[src/rtl/rice_inverse_preprocessor.sv]
// Rice decoder back end: undoes the CCSDS unit-delay prediction and mapping,
// emitting one reconstructed sample per symbol over a valid/ready stream.
module rice_inverse_preprocessor #(
    parameter int NSYM  = 10,
    parameter int SYMW  = 32,
    parameter int SAMPW = 16
) (
    input  logic                 clk,
    input  logic                 reset,
    input  logic [NSYM*SYMW-1:0] symbol,
    input  logic                 blk_valid,
    input  logic                 refblk,
    input  logic [5:0]           j,
    input  logic [5:0]           n,
    output logic                 blk_ready,
    output logic [SAMPW-1:0]     sample,
    output logic                 samp_valid,
    input  logic                 samp_ready,
    output logic                 blkdone,
    output logic                 err
);

    localparam int IDXW = $clog2(NSYM + 1);

    typedef enum logic [1:0] {
        IDLE,
        EMIT,
        DONE
    } state_t;

    state_t           state_q;
    logic [SYMW-1:0]  symBuf_q [NSYM];
    logic [5:0]       jBlk_q;
    logic [5:0]       nBlk_q;
    logic [IDXW-1:0]  idx_q;
    logic [SAMPW-1:0] sample_q;
    logic [SAMPW-1:0] xhat_q;
    logic             sampValid_q;
    logic             blkReady_q;
    logic             blkDone_q;
    logic             err_q;
    logic             haveRef_q;
    logic             pendUpd_q;
    logic             pendRef_q;

    logic             acceptBlk;
    logic             acceptSamp;
    logic             lastSamp;
    logic             badJ;
    logic [IDXW-1:0]  nxtIdx;

    assign acceptBlk  = (state_q == IDLE) && blk_valid && blkReady_q;
    assign acceptSamp = (state_q == EMIT) && sampValid_q && samp_ready;
    assign lastSamp   = (6'(idx_q) == (jBlk_q - 6'd1));
    assign badJ       = (j == 6'd0) || (j > 6'(NSYM));
    assign nxtIdx     = idx_q + 1'b1;

    // The first symbol is decoded straight off the input bus so it can be
    // registered in the acceptance cycle; later symbols come from the buffer
    // and see the predictor as it will be once the current sample is taken.
    logic [SYMW-1:0]  curSym;
    logic             curRef;
    logic [5:0]       curN;
    logic [SAMPW-1:0] curXhat;
    logic             curHave;

    always_comb begin
        curSym  = '0;
        curRef  = 1'b0;
        curN    = nBlk_q;
        curXhat = pendUpd_q ? sample_q : xhat_q;
        curHave = haveRef_q | pendRef_q;
        if (state_q == IDLE) begin
            curSym  = symbol[SYMW-1:0];
            curRef  = refblk;
            curN    = n;
            curXhat = xhat_q;
            curHave = haveRef_q;
        end else if (nxtIdx < IDXW'(NSYM)) begin
            curSym = symBuf_q[nxtIdx];
        end
    end

    logic [4:0]             nEff;
    logic                   nBad;
    logic [SAMPW:0]         xmaxW;
    logic [SAMPW-1:0]       xmax;
    logic [SAMPW-1:0]       predRaw;
    logic [SAMPW-1:0]       pred;
    logic [SAMPW-1:0]       room;
    logic [SAMPW-1:0]       theta;
    logic [SAMPW:0]         twoTheta;
    logic [SAMPW:0]         delta;
    logic [SAMPW:0]         halfUp;
    logic signed [SAMPW+1:0] resid;
    logic signed [SAMPW+1:0] sum;
    logic [SAMPW-1:0]       sample_d;
    logic                   upd_d;
    logic                   ref_d;
    logic                   symErr_d;

    always_comb begin
        nBad     = (curN < 6'd2) || (curN > 6'(SAMPW));
        nEff     = (curN > 6'(SAMPW)) ? 5'(SAMPW) : curN[4:0];
        xmaxW    = ((SAMPW+1)'(1) << nEff) - (SAMPW+1)'(1);
        xmax     = xmaxW[SAMPW-1:0];
        predRaw  = curHave ? curXhat : '0;
        pred     = (predRaw > xmax) ? xmax : predRaw;
        room     = xmax - pred;
        theta    = (pred < room) ? pred : room;
        twoTheta = {theta, 1'b0};
        delta    = curSym[SAMPW:0];
        halfUp   = (delta + 1'b1) >> 1;
        resid    = '0;
        sum      = '0;
        sample_d = pred;
        upd_d    = 1'b0;
        ref_d    = 1'b0;
        symErr_d = 1'b0;
        if (curRef) begin
            sample_d = curSym[SAMPW-1:0] & xmax;
            upd_d    = 1'b1;
            ref_d    = 1'b1;
            symErr_d = (curSym & ~SYMW'(xmax)) != '0;
        end else if (curSym > SYMW'(xmax)) begin
            symErr_d = 1'b1;
        end else begin
            if (delta <= twoTheta) begin
                if (!delta[0]) begin
                    resid = $signed({2'b00, delta[SAMPW:1]});
                end else begin
                    resid = -$signed({1'b0, halfUp});
                end
            end else if (pred <= room) begin
                resid = $signed({1'b0, delta}) - $signed({2'b00, theta});
            end else begin
                resid = $signed({2'b00, theta}) - $signed({1'b0, delta});
            end
            sum      = $signed({2'b00, pred}) + resid;
            sample_d = sum[SAMPW-1:0];
            upd_d    = 1'b1;
        end
    end

    logic unused_bits;
    assign unused_bits = ^{xmaxW[SAMPW], sum[SAMPW+1:SAMPW]};

    always_ff @(posedge clk or posedge reset) begin
        if (reset) begin
            state_q     <= IDLE;
            symBuf_q    <= '{default: '0};
            jBlk_q      <= '0;
            nBlk_q      <= '0;
            idx_q       <= '0;
            sample_q    <= '0;
            xhat_q      <= '0;
            sampValid_q <= 1'b0;
            blkReady_q  <= 1'b1;
            blkDone_q   <= 1'b0;
            err_q       <= 1'b0;
            haveRef_q   <= 1'b0;
            pendUpd_q   <= 1'b0;
            pendRef_q   <= 1'b0;
        end else begin
            blkDone_q <= 1'b0;
            case (state_q)
                IDLE: begin
                    if (acceptBlk) begin
                        for (int i = 0; i < NSYM; i++) begin
                            symBuf_q[i] <= symbol[i*SYMW +: SYMW];
                        end
                        jBlk_q     <= j;
                        nBlk_q     <= n;
                        idx_q      <= '0;
                        blkReady_q <= 1'b0;
                        if (badJ) begin
                            err_q     <= 1'b1;
                            blkDone_q <= 1'b1;
                            state_q   <= DONE;
                        end else begin
                            sample_q    <= sample_d;
                            sampValid_q <= 1'b1;
                            pendUpd_q   <= upd_d;
                            pendRef_q   <= ref_d;
                            if (symErr_d || nBad) begin
                                err_q <= 1'b1;
                            end
                            state_q <= EMIT;
                        end
                    end
                end
                EMIT: begin
                    if (acceptSamp) begin
                        if (pendUpd_q) begin
                            xhat_q <= sample_q;
                        end
                        haveRef_q <= haveRef_q | pendRef_q;
                        if (lastSamp) begin
                            sampValid_q <= 1'b0;
                            pendUpd_q   <= 1'b0;
                            pendRef_q   <= 1'b0;
                            blkDone_q   <= 1'b1;
                            state_q     <= DONE;
                        end else begin
                            idx_q     <= nxtIdx;
                            sample_q  <= sample_d;
                            pendUpd_q <= upd_d;
                            pendRef_q <= ref_d;
                            if (symErr_d || nBad) begin
                                err_q <= 1'b1;
                            end
                        end
                    end
                end
                DONE: begin
                    blkReady_q <= 1'b1;
                    state_q    <= IDLE;
                end
                default: begin
                    state_q <= IDLE;
                end
            endcase
        end
    end

    assign blk_ready  = blkReady_q;
    assign sample     = sample_q;
    assign samp_valid = sampValid_q;
    assign blkdone    = blkDone_q;
    assign err        = err_q;

endmodule

[config.mk]
export PLATFORM = sky130hd
export DESIGN_NAME = rice_inverse_preprocessor
export DESIGN_NICKNAME = d
export VERILOG_FILES = /design/src/rtl/rice_inverse_preprocessor.sv
export SDC_FILE = /design/constraint.sdc
export NUM_CORES = 1
export LEC_CHECK = 0
export ABC_AREA = 1
export BUFFER_PORTS_ARGS = -buffer_cell sky130_fd_sc_hd__buf_4
export CAP_MARGIN = 20
export CORE_MARGIN = 2
export CORE_UTILIZATION = 32
export DETAILED_ROUTE_END_ITERATION = 8
export PLACE_DENSITY = 0.52
export SETUP_SLACK_MARGIN = 0.5
export SYNTH_ARGS = -nofsm -noshare
export SYNTH_HDL_FRONTEND = slang
export SYNTH_SLANG_ARGS = --single-unit
[constraint.sdc]
create_clock -name clk -period 24.6 [get_ports clk]
set_clock_uncertainty 0.1 [all_clocks]
set_input_delay 2.46 -clock clk [delete_from_list [all_inputs] [get_ports clk]]
set_output_delay 2.46 -clock clk [all_outputs]
set_load 0.03 [all_outputs]
Word-level counts from Yosys, hierarchy flattened
Index checks and enable logic that the tools add are counted.
{"block": "classes", "addsub": 9, "magnitude_cmp": 10, "eq_ne": 8, "shifts": 1, "n_mux": 68, "bitwise_logic": 5, "n_reduce_logical": 20}
{"op": "16-bit two-way mux", "n": 16}
{"op": "32-bit binary-select mux with 4-bit select", "n": 1}
{"op": "32-bit two-way mux", "n": 4}
{"op": "16-bit subtractor", "n": 3}
{"op": "32-bit bitwise AND", "n": 1}
{"op": "32-bit by 16-bit greater-than comparator with 1-bit output", "n": 1}
{"op": "16-bit NOT with 32-bit output", "n": 1}
{"op": "16-bit case mux with 2 select lines", "n": 1}
{"op": "32-bit nonzero test", "n": 1}
{"op": "1-bit two-way mux", "n": 29}
{"op": "17-bit by 1-bit adder with 17-bit output (second input constant)", "n": 1}
{"op": "17-bit less-or-equal comparator", "n": 1}
{"op": "16-bit adder", "n": 1}
{"op": "16-bit bitwise AND", "n": 1}
{"op": "16-bit greater-than comparator", "n": 1}
{"op": "16-bit less-or-equal comparator", "n": 1}
{"op": "16-bit less-than comparator", "n": 1}
{"op": "16-bit negation", "n": 1}
{"op": "1-bit by 5-bit left shift with 16-bit output (first input constant)", "n": 1}
{"op": "16-bit by 2-bit subtractor with 16-bit output (second input constant)", "n": 1}
{"op": "4-bit two-way mux", "n": 3}
{"op": "1-bit case mux with 2 select lines", "n": 6}
{"op": "2-bit inequality test (second input constant)", "n": 5}
{"op": "5-bit AND reduction", "n": 2}
{"op": "other kinds (25)", "n": 37}
{"block": "totals", "ff_bits": 377}

Depth between registers and ports, before layout
Gate-level depths: netlist of the first run.
{"block": "logic_depth", "word_depth": 22, "mapped_depth": 91}

Worst setup path before layout of the first run
No wires, ideal clock.
{"block": "synth_timing", "path_type": "input to register", "from": "input n[4]", "to": "register sample_q[14], in the netlist sample[14]", "setup_ps": 117, "arrival_ps": 13373, "path_slack_ps": 11011, "cell_stages": 84, "cell_sequence": "inv_1 nand2_1 o21ai_1 nand2_4 inv_2 nor2_4 nor2_8 nor3_2 nand2_1 ha_1 nand2_1 inv_1 nand3_2 nor2_1 xnor2_1 ha_1 nand2_1 o21a_1 [... 48 more ...] nand2_1 a21oi_1 o21bai_1 nand2_1 nand2_1 a21oi_1 nor2_1 nor2_1 inv_1 a21oi_1 o21ai_0 nand3_1 nand2_1 xor2_1 nand2_1 nand3_1 o21ai_1 inv_2"}
{"block": "synth_via", "elab_chain_len": 21}
{"element": "from (decl)", "line": "14", "source": "input logic [5:0] n,"}
{"element": "6-bit two-way mux *", "line": "73", "source": "if (state_q == IDLE) begin"}
{"element": "6-bit by 5-bit greater-than comparator with 1-bit output", "line": "104", "source": "nEff = (curN > 6'(SAMPW)) ? 5'(SAMPW) : curN[4:0];"}
{"element": "5-bit two-way mux *", "line": "104"}
{"element": "1-bit by 5-bit left shift with 16-bit output *", "line": "105", "source": "xmaxW = ((SAMPW+1)'(1) << nEff) - (SAMPW+1)'(1);"}
{"element": "16-bit by 2-bit subtractor with 16-bit output *", "line": "105"}
{"element": "16-bit greater-than comparator", "line": "108", "source": "pred = (predRaw > xmax) ? xmax : predRaw;"}
{"element": "16-bit two-way mux", "line": "108"}
{"element": "16-bit subtractor", "line": "109", "source": "room = xmax - pred;"}
{"element": "[... 5 more ...]"}
{"element": "16-bit two-way mux", "line": "125", "source": "end else if (curSym > SYMW'(xmax)) begin"}
{"element": "16-bit two-way mux", "line": "120", "source": "if (curRef) begin"}
{"element": "16-bit adder", "line": "139", "source": "sum = $signed({2'b00, pred}) + resid;"}
{"element": "16-bit two-way mux", "line": "125"}
{"element": "16-bit two-way mux *", "line": "120"}
{"element": "16-bit two-way mux, on equally long branches", "line": "198, 176"}
{"element": "16-bit two-way mux, on equally long branches", "line": "193, 168"}
{"element": "16-bit case mux with 2 select lines *", "line": "166", "source": "case (state_q)"}
{"element": "to (signal assigned)", "line": "181", "source": "sample_q <= sample_d;"}
{"element": "to (signal assigned)", "line": "206", "source": "sample_q <= sample_d;"}
{"element": "to (decl)", "line": "36", "source": "logic [SAMPW-1:0] sample_q;"}
Mark *: on every way between the ends. The rest lies on a longest branch, timed or not. The select of a mux whose other input is x is not followed.
A chain may end at the register's enable or synchronous reset.

Worst setup path after layout of the first run
{"block": "layout_timing", "from": "input n[0]", "to": "register sample_q[15], in the netlist sample[15]"}
Same word-level chain as after synthesis.

==> results.cfg, run 1 <==
[clock_network]
cts.path.max_buffers = 3
cts_root_buf = clkbuf_16
postCtsHoldBufs = 0
clk_pin_slew_worst_paths_ns = 0.06
cts_setup_buffers = 0
htree_levels = 2
cts_buffers = 45
cts_tree = built
cts_sinks = 377
ctsResizeCount = 0
insertion_delay_ns = 0.61

[detailed_routing]
via_per_inst = 4.87
drc = 0
routed_wl_um = 87700
drtIter0Drc = 1924
ant_nets = 0
vias = 23200
drt_first_pass_iters = 5
wire_per_inst_um = 18.4

[critical_path]
cp_common_cell = nand2_1
cpPeakStageDelay_ns = 0.42
criticalPathCategory = in -> reg
worstPathMaxFanout = 26
cp-start-kind = input pin
critical-path-slowest-cell = o21ai_0
arrival_ns = 15.25
endpoint_kind = flop
crit_required_ns = 24.96

[synthesis]
yosysTopAreaCell = dfrtp_1
synth_fp_nets = 3906
async_reset_ff_frac = 1.00
synth_edf_count = 0
syn_area_mm2 = 0.0245
synth.yosys.warnings = 0
yosys-top-cells-area = dfrtp_1 38%, nand2_1 22%, ha_1 7.4%, o21ai_0 4.5%, inv_1 4.1%
synthDistinctLibCells = 65
synth_top_area_frac = 0.383
synthFlopType = dfrtp_1
ys_seq_elements = 377
synthesis.instances = 3419
post_synth.cell_area_avg_um2 = 7.18
ys_seq_area_frac = 0.384

[grt]
grt_max_degree = 205
grt_antenna_before_repair = 5
grt_pass1_wl_um = 136000
grt_use_total = 0.221
grt_pass1_vias = 22800
grt_overflow = 0

[power]
ir_drop_v = 0.0000433
finalPower_mw = 1.36
p_leak_nw = 15.8
p_per_area_mw_per_mm2 = 46.2

[timing]
rsz0062_at_grt = false
slew_violations = 0
hold_slack_ns = 0.372
finalSetupTns_ns = 0
relSlewSlack = 0.311
fin_crit_sh = 0.605
period_needed_ns = 14.89
hold_viol = 0
fmax_mhz = 67.2
finalSetupViolCount = 0
worstMarginPinSlew_ns = 1.03

[finish]
post-route-util = 0.388
area_growth_pct = 20.2
fin_cells = 4762
layout-drive-gt1-share = 0.158
num-nets-final = 4179

[job]
drv_cap = 0

[placed_design]
gp_congestion = 0.915
dp_hpwl_um = 64000
numPortBuffers = 356
placed_cells = 4675

[floorplan]
initial_core_util = 0.323
pin_count = 357
fp.dieW_um = 281
rows = 101
core_mm2 = 0.0759
fp.dieH_um = 281
die-area_mm2 = 0.0789

[min_path]
hp-class = reg -> reg

[outcome]
outcome = finished clean
==> worst max-delay path: cells and delay by family <==
| kind | cells | cell delay [ns] |
|---|---|---|
| AND/OR/NAND/NOR | 38 | 3.76 |
| AO/OA/AOI/OAI | 28 | 4.48 |
| adder cells (fa/ha/maj) | 7 | 2.30 |
| buffers and inverters | 12 | 1.63 |
| XOR/XNOR | 2 | 0.59 |
==> final timing paths <==
check	from	endpoint	slack [ns]	depth (start not counted)
max	n[0]	sample[15]	9.71	87
min	symBuf_q[21]	symBuf_q[21]	0.37	2
max reg2reg	state_q[1]	sample[15]	9.93	88
min reg2reg	symBuf_q[21]	symBuf_q[21]	0.37	2
max in group asynchronous	reset	symBuf_q[167]	19.37	5
min in group asynchronous	reset	symBuf_q[93]	1.91	2
==> cells in the mapped netlist, types with 4 or more instances <==
cell and instances:
inv_2 27, ha_1 146, o211ai_1 24, or2_2 11
buf_4 9, nor3_1 15, xor2_1 24, buf_6 20
nor3_2 5, a221oi_1 9, dfrtp_1 376, nor2_1 110
o31ai_1 8, clkbuf_1 92, nand2_4 8, nand3_2 7
nand2_2 25, nand3_1 183, nand2_1 1407, o21bai_1 8
a21o_1 5, mux2i_1 10, inv_1 271, buf_2 30
o221ai_1 6, a31oi_1 9, nand4_1 36, o21ai_2 14
o21ai_0 219, o21a_1 6, fa_1 4, xnor2_1 10
o22ai_1 9, buf_1 6, nor2_2 12, o21ai_1 23
a211oi_1 16, nor4_1 13, a21oi_1 158, nor2_4 9
==> final cells by class <==
cell class / count / area (um2)
Fill cell: 8084 / 46400
Multi-Input combinational cell: 2586 / 13200
Sequential cell: 377 / 9440
Timing Repair Buffer: 383 / 2910
Clock buffer: 71 / 1340
Tap cell: 1030 / 1290
Inverter: 299 / 1140
Clock inverter: 11 / 173
Antenna cell: 5 / 12.5
==> layout by cell type (no fill, tap or decap), types with 11 or more instances in the layout <==
cell type	instances
nand2_1	1407
buf_4	380
dfrtp_1	375
inv_1	269
o21ai_0	219
nand3_1	182
a21oi_1	158
ha_1	145
nor2_1	110
clkbuf_16	45
nand4_1	36
inv_2	26
nand2_2	25
o211ai_1	24
xor2_1	24
o21ai_1	22
a211oi_1	16
o21ai_2	15
nor3_1	15
clkbuf_1	14
nor4_1	13
nor2_2	12
clkbuf_8	12
or2_2	11
==> metal layers <==
| layer | part of all wire | global-route usage |
|---|---|---|
| met1 | 0.49 | 0.323 |
| met2 | 0.45 | 0.352 |
| met3 | 0.042 | 0.0263 |
| met4 | 0.014 | 0.0413 |
| met5 | 0.00014 | 0 |
==> power by group <==
| part | internal, mW | leakage (nW) | switching (mW) | total [mW] |
|---|---|---|---|---|
| sequential | 0.620 | 4.89 | 0 | 0.620 |
| clock | 0.399 | 0.738 | 0.281 | 0.680 |
| combinational | 0.0343 | 10.1 | 0.0270 | 0.0614 |
| total | 1.05 | 15.8 | 0.308 | 1.36 |
==> metrics by stage <==
stage	instance area [um2]	setup slack (ns)
2_1_floorplan	24500	11.01
3_3_place_gp	28000	9.51
3_5_place_dp	28000	9.19
4_1_cts	29500	9.75
5_1_grt	29500	8.29
6_report	29500	9.71
==> kinds of logic after synthesis <==
family                   after synthesis  synth area share
multiplexers                          10           0.00408
buffers and inverters                456            0.0789
flip-flops                           377             0.384
XOR/XNOR                              35            0.0128
adder cells (fa/ha/maj)              150            0.0777
AND/OR/NAND/NOR                     1851             0.314
AO/OA/AOI/OAI                        540             0.128
==> sequential cells by signal, summed over array words and instances, names as in the netlist, 2 cells and up <==
signal    flops
idx_q         4
jBlk_q        6
nBlk_q        6
sample       16
state_q       2
symBuf_q    320
xhat_q       16
Note: power is estimated with default switching activity, not from simulation.
==> run 2: changes to the inputs <==
Settings changed: PLACE_DENSITY 0.52 to 0.54.
Clock period 24.6 ns to 13.15 ns, I/O delays scaled along.
==> run 2 against run 1 <==
Non-clock buffer count is 57 higher. Die area stayed put. Global-route usage is 0.42 points lower. Cell count is 1.4% higher. Sequential share of layout area is 0.75 points lower. Utilization is 0.93 points higher. Setup slack worse by 8.3 ns. First-iteration DRC count is 2.3% higher. Routed wire length is 0.86% lower. Register-to-register slack worse by 8.4 ns. Critical endpoint is now sample[14]. Largest power group unchanged.
==> results.cfg, run 2 (synthesis results as in run 1) <==
[critical_path]
cp-start-kind = input pin
criticalPathCategory = in -> reg
worstPathMaxFanout = 9
crit_required_ns = 13.50
cp_top_family = simple AND/OR/NAND/NOR gates
cp.depth = 84
reg2reg_depth = 84
arrival_ns = 12.09
cp_common_cell = nand2_1
path_buf_inv = 13
endpoint_kind = flop
critical-path-slowest-cell = fa_1
cpPeakStageDelay_ns = 0.41

[floorplan]
core_mm2 = 0.0759
pin_count = 357
initial_core_util = 0.323
fp.dieH_um = 281
die-area_mm2 = 0.0789
rows = 101
fp.dieW_um = 281

[finish]
layout.cells.most_common_list = 1402 x nand2_1, 432 x buf_4, 375 x dfrtp_1
post-route-util = 0.398
area_growth_pct = 23.1
num-nets-final = 4238
finish.instance_area_mm2 = 0.0302
largest_register_ffs = 320
final_common_cell = nand2_1
top_register = symBuf_q
layout-drive-gt1-share = 0.184

[placed_design]
dpl_cell_area_mm2 = 0.0282
numPortBuffers = 356
dp_hpwl_um = 62800
gp_congestion = 0.899

[power]
p_leak_nw = 16.1
internal_power_mw = 1.99
power.share.sequential = 0.449
pwr-share-comb = 0.046
ir_drop_v = 0.0000720
p_per_area_mw_per_mm2 = 85.5
clockPowerShare = 0.505
switching_share = 0.230
power.net_switching_uw = 594

[timing]
relSlewSlack = 0.306
finalSetupTns_ns = 0
finalSetupViolCount = 0
hold_slack_ns = 0.376
slew_violations = 0
fmax_mhz = 85.2
fin_crit_sh = 0.893
period_needed_ns = 11.74
worstMarginPinSlew_ns = 1.04
rsz0062_at_grt = false
hold_viol = 0

[detailed_routing]
routed_wl_um = 87000
drc = 0
via_per_inst = 4.88
ant_nets = 0
wire_per_inst_um = 18.0
vias = 23500
drt_first_pass_iters = 5
drtIter0Drc = 1969

[grt]
grt_max_degree = 214
grt_use_total = 0.217
grt_pass1_vias = 22900
grt_overflow = 0
grt_pass1_wl_um = 133000
grt_antenna_before_repair = 10

[clock_network]
postCtsHoldBufs = 0
cts_sinks = 377
cts.path.max_buffers = 3
cts_root_buf = clkbuf_16
cts_tree = built
clk_pin_slew_worst_paths_ns = 0.06
htree_levels = 2
cts_buffers = 46
insertion_delay_ns = 0.60

[min_path]
hp-class = reg -> reg
worstHoldPathCells = 2

[job]
drv_cap = 0

[outcome]
outcome = finished clean
## run 2: changes by cell type in the layout (fill, tap and decap cells not counted), sizes merged
| cell | delta |
|---|---|
| diode | +3 |
| bufinv | +1 |
| clkbuf | -6 |
| buf | +56 |
| inv | +1 |
| clkinv | +8 |
| nand2 | +1 |
| clkinvlp | +1 |
## run 2: cell type report
cell class,count,area [um2]
Inverter,299,1140
Clock inverter,22,223
Antenna cell,8,20.0
Clock buffer,64,1320
Sequential cell,377,9440
Fill cell,8036,45700
Multi-Input combinational cell,2587,13400
Tap cell,1030,1290
Timing Repair Buffer,440,3370
## run 2: path summary, 6_finish.rpt
path / startpoint / endpoint / slack, ns
min in group asynchronous: reset / symBuf_q[93] / 0.74
max reg2reg: state_q[1] / sample[14] / 1.49
min: symBuf_q[21] / symBuf_q[21] / 0.38
min reg2reg: symBuf_q[21] / symBuf_q[21] / 0.38
max: n[1] / sample[14] / 1.41
max in group asynchronous: reset / symBuf_q[260] / 10.30
## run 2: routing by layer
metal,track usage,part of all wire,vias to the layer above
li1,-,-,11700
met1,0.314,0.48,11200
met2,0.336,0.45,584
met3,0.0303,0.051,93
met4,0.0601,0.022,2
met5,0,0.00014,-
## run 2: through the flow
stage	instances	power, mW	worst slack, ns
2_1_floorplan	3419	1.20	0.706
3_3_place_gp	4705	1.30	0.528
3_5_place_dp	4705	1.30	0.282
4_1_cts	4791	2.62	0.650
5_1_grt	4827	2.67	0.435
6_report	4827	2.58	1.41
## run 2: power by group through the flow
stage,logic [mW],registers (mW),clock network (mW)
global route,0.128,1.16,1.38
finish,0.119,1.16,1.30
floorplan,0.0191,1.18,0
CTS,0.120,1.16,1.34
detailed placement,0.120,1.18,0
global placement,0.120,1.18,0
## run 2: worst min-delay path, delay by kind of cell, from the launching register on
family | cells | cell delay, ns
flops | 1 | 0.34
simple gates | 2 | 0.10
## run 2: what timing repair did
item,in CTS,in global routing
setup buffers,0,24
gates resized for setup,0,69
setup endpoints to repair,0,11
==> run 3: changes to the inputs <==
Settings changed: CELL_PAD_IN_SITES_DETAIL_PLACEMENT from default to 1, CELL_PAD_IN_SITES_GLOBAL_PLACEMENT from default to 1, PLACE_DENSITY 0.54 to 0.69.
==> run 3 against run 2 <==
Non-clock buffer count is 15 higher. First-iteration DRC count is 30% lower. Die area stayed put. Largest cell class unchanged. Largest power group unchanged.
==> results.cfg, run 3 (synthesis results as in run 1) <==
[grt]
grt_overflow = 0
grt_pass1_wl_um = 145000
grt_use_total = 0.235
grt_antenna_before_repair = 12
grt_pass1_vias = 25100
grt_max_degree = 144

[finish]
top_register = symBuf_q
layout-drive-gt1-share = 0.184
largest_register_ffs = 320
final_common_cell = nand2_1
num-nets-final = 4253
area_growth_pct = 23.2
layout.cells.most_common_list = 1403 x nand2_1, 451 x buf_4, 375 x dfrtp_1

[min_path]
hp-start = symBuf_q[76]
hp-class = reg -> reg

[clock_network]
cts_sinks = 377
htree_levels = 2
postCtsHoldBufs = 0
cts_root_buf = clkbuf_16
cts.path.max_buffers = 3
cts_buffers = 47
insertion_delay_ns = 0.59
cts_tree = built
clk_pin_slew_worst_paths_ns = 0.05

[detailed_routing]
vias = 24000
drc = 0
ant_nets = 0
via_per_inst = 4.95
wire_per_inst_um = 19.3
drt_first_pass_iters = 5
routed_wl_um = 93200
drtIter0Drc = 1386

[critical_path]
crit_required_ns = 13.51
critical-path-slowest-cell = fa_1
cp_common_cell = nand2_1
critPathLaunch = n[5]
cp_top_family = simple AND/OR/NAND/NOR gates
worstPathMaxFanout = 14
criticalPathCategory = in -> reg
cp-start-kind = input pin
arrival_ns = 12.17
endpoint_kind = flop
path_buf_inv = 13
r2r_start = state_q[1]
cpPeakStageDelay_ns = 0.40

[timing]
worstMarginPinSlew_ns = 1.08
fin_crit_sh = 0.898
fmax_mhz = 84.6
period_needed_ns = 11.81
hold_viol = 0
slew_violations = 0
finalSetupTns_ns = 0
setup_ws_ns = 1.34
finalSetupViolCount = 0
rsz0062_at_grt = false
relSlewSlack = 0.281

[outcome]
outcome = finished clean

[floorplan]
pin_count = 357
core_mm2 = 0.0759
initial_core_util = 0.323
die-area_mm2 = 0.0789
fp.dieW_um = 281
rows = 101
fp.dieH_um = 281

[power]
p_leak_nw = 16.2
ir_drop_v = 0.0000779
p_per_area_mw_per_mm2 = 86.1

[job]
drv_cap = 0

[placed_design]
numPortBuffers = 356
gp_congestion = 0.892
pre_cts_ws_ns = 0.288
dp_hpwl_um = 68900
==> run 3: changes by cell type in the layout (fill, tap and decap cells not counted), moves of 3 or more <==
cell	delta
o21ai_2	-4
o21ai_1	+6
buf_4	+19
clkinv_2	-8
buf_12	-3
clkbuf_1	+5
==> run 3: cell type report <==
cell class,count,area [um2]
Fill cell,9505,45700
Inverter,299,1140
Clock inverter,16,190
Sequential cell,377,9440
Timing Repair Buffer,455,3450
Tap cell,1030,1290
Antenna cell,8,20.0
Multi-Input combinational cell,2586,13300
Clock buffer,71,1380
==> run 3: worst min-delay path, cell delays in order (launching register included) <==
cell and delay, ns:
dfrtp_1 0.34, nand2_1 0.06, nand2_1 0.05
==> run 3: what timing repair did <==
| action | 4_1_cts | 5_1_grt |
|---|---|---|
| hold endpoints to repair | 0 | 0 |
| gates resized for setup | 0 | 58 |
| buffers inserted | 0 | 23 |
| setup endpoints to repair | 0 | 11 |
==> run 3: per-stage QoR <==
step	cell area, um2	hold WS, ns	std cells	power [mW]	util
3_3_place_gp	28300	0.357	4723	1.30	0.373
3_5_place_dp	28300	0.365	4723	1.30	0.373
4_1_cts	29900	0.381	4810	2.64	0.393
6_report	30200	0.376	4842	2.61	0.398
5_1_grt	30200	0.395	4842	2.70	0.398
2_1_floorplan	24500	0.341	3419	1.20	-
==> run 3: layer usage <==
metal,vias up,routed length [um],global-route usage
met1,11700,44500,0.327
met2,443,43200,0.386
met5,-,34,0
met4,6,2080,0.0639
met3,124,3440,0.0269
li1,11700,-,-
==> run 3: power breakdown <==
group	total [mW]	internal, mW	switching [mW]
registers	1.16	1.16	0
logic	0.118	0.0646	0.0536
clock network	1.33	0.786	0.541
total	2.61	2.01	0.595
==> run 3: final timing paths <==
path | end | slack (ns) | depth (start not counted)
setup / recovery | sample[15] | 1.34 | 81
hold / removal | symBuf_q[76] | 0.38 | 2
setup reg to reg | sample[15] | 1.44 | 81
hold reg to reg | symBuf_q[76] | 0.38 | 2
max in group asynchronous | symBuf_q[160] | 9.33 | 5
min in group asynchronous | symBuf_q[90] | 0.64 | 2
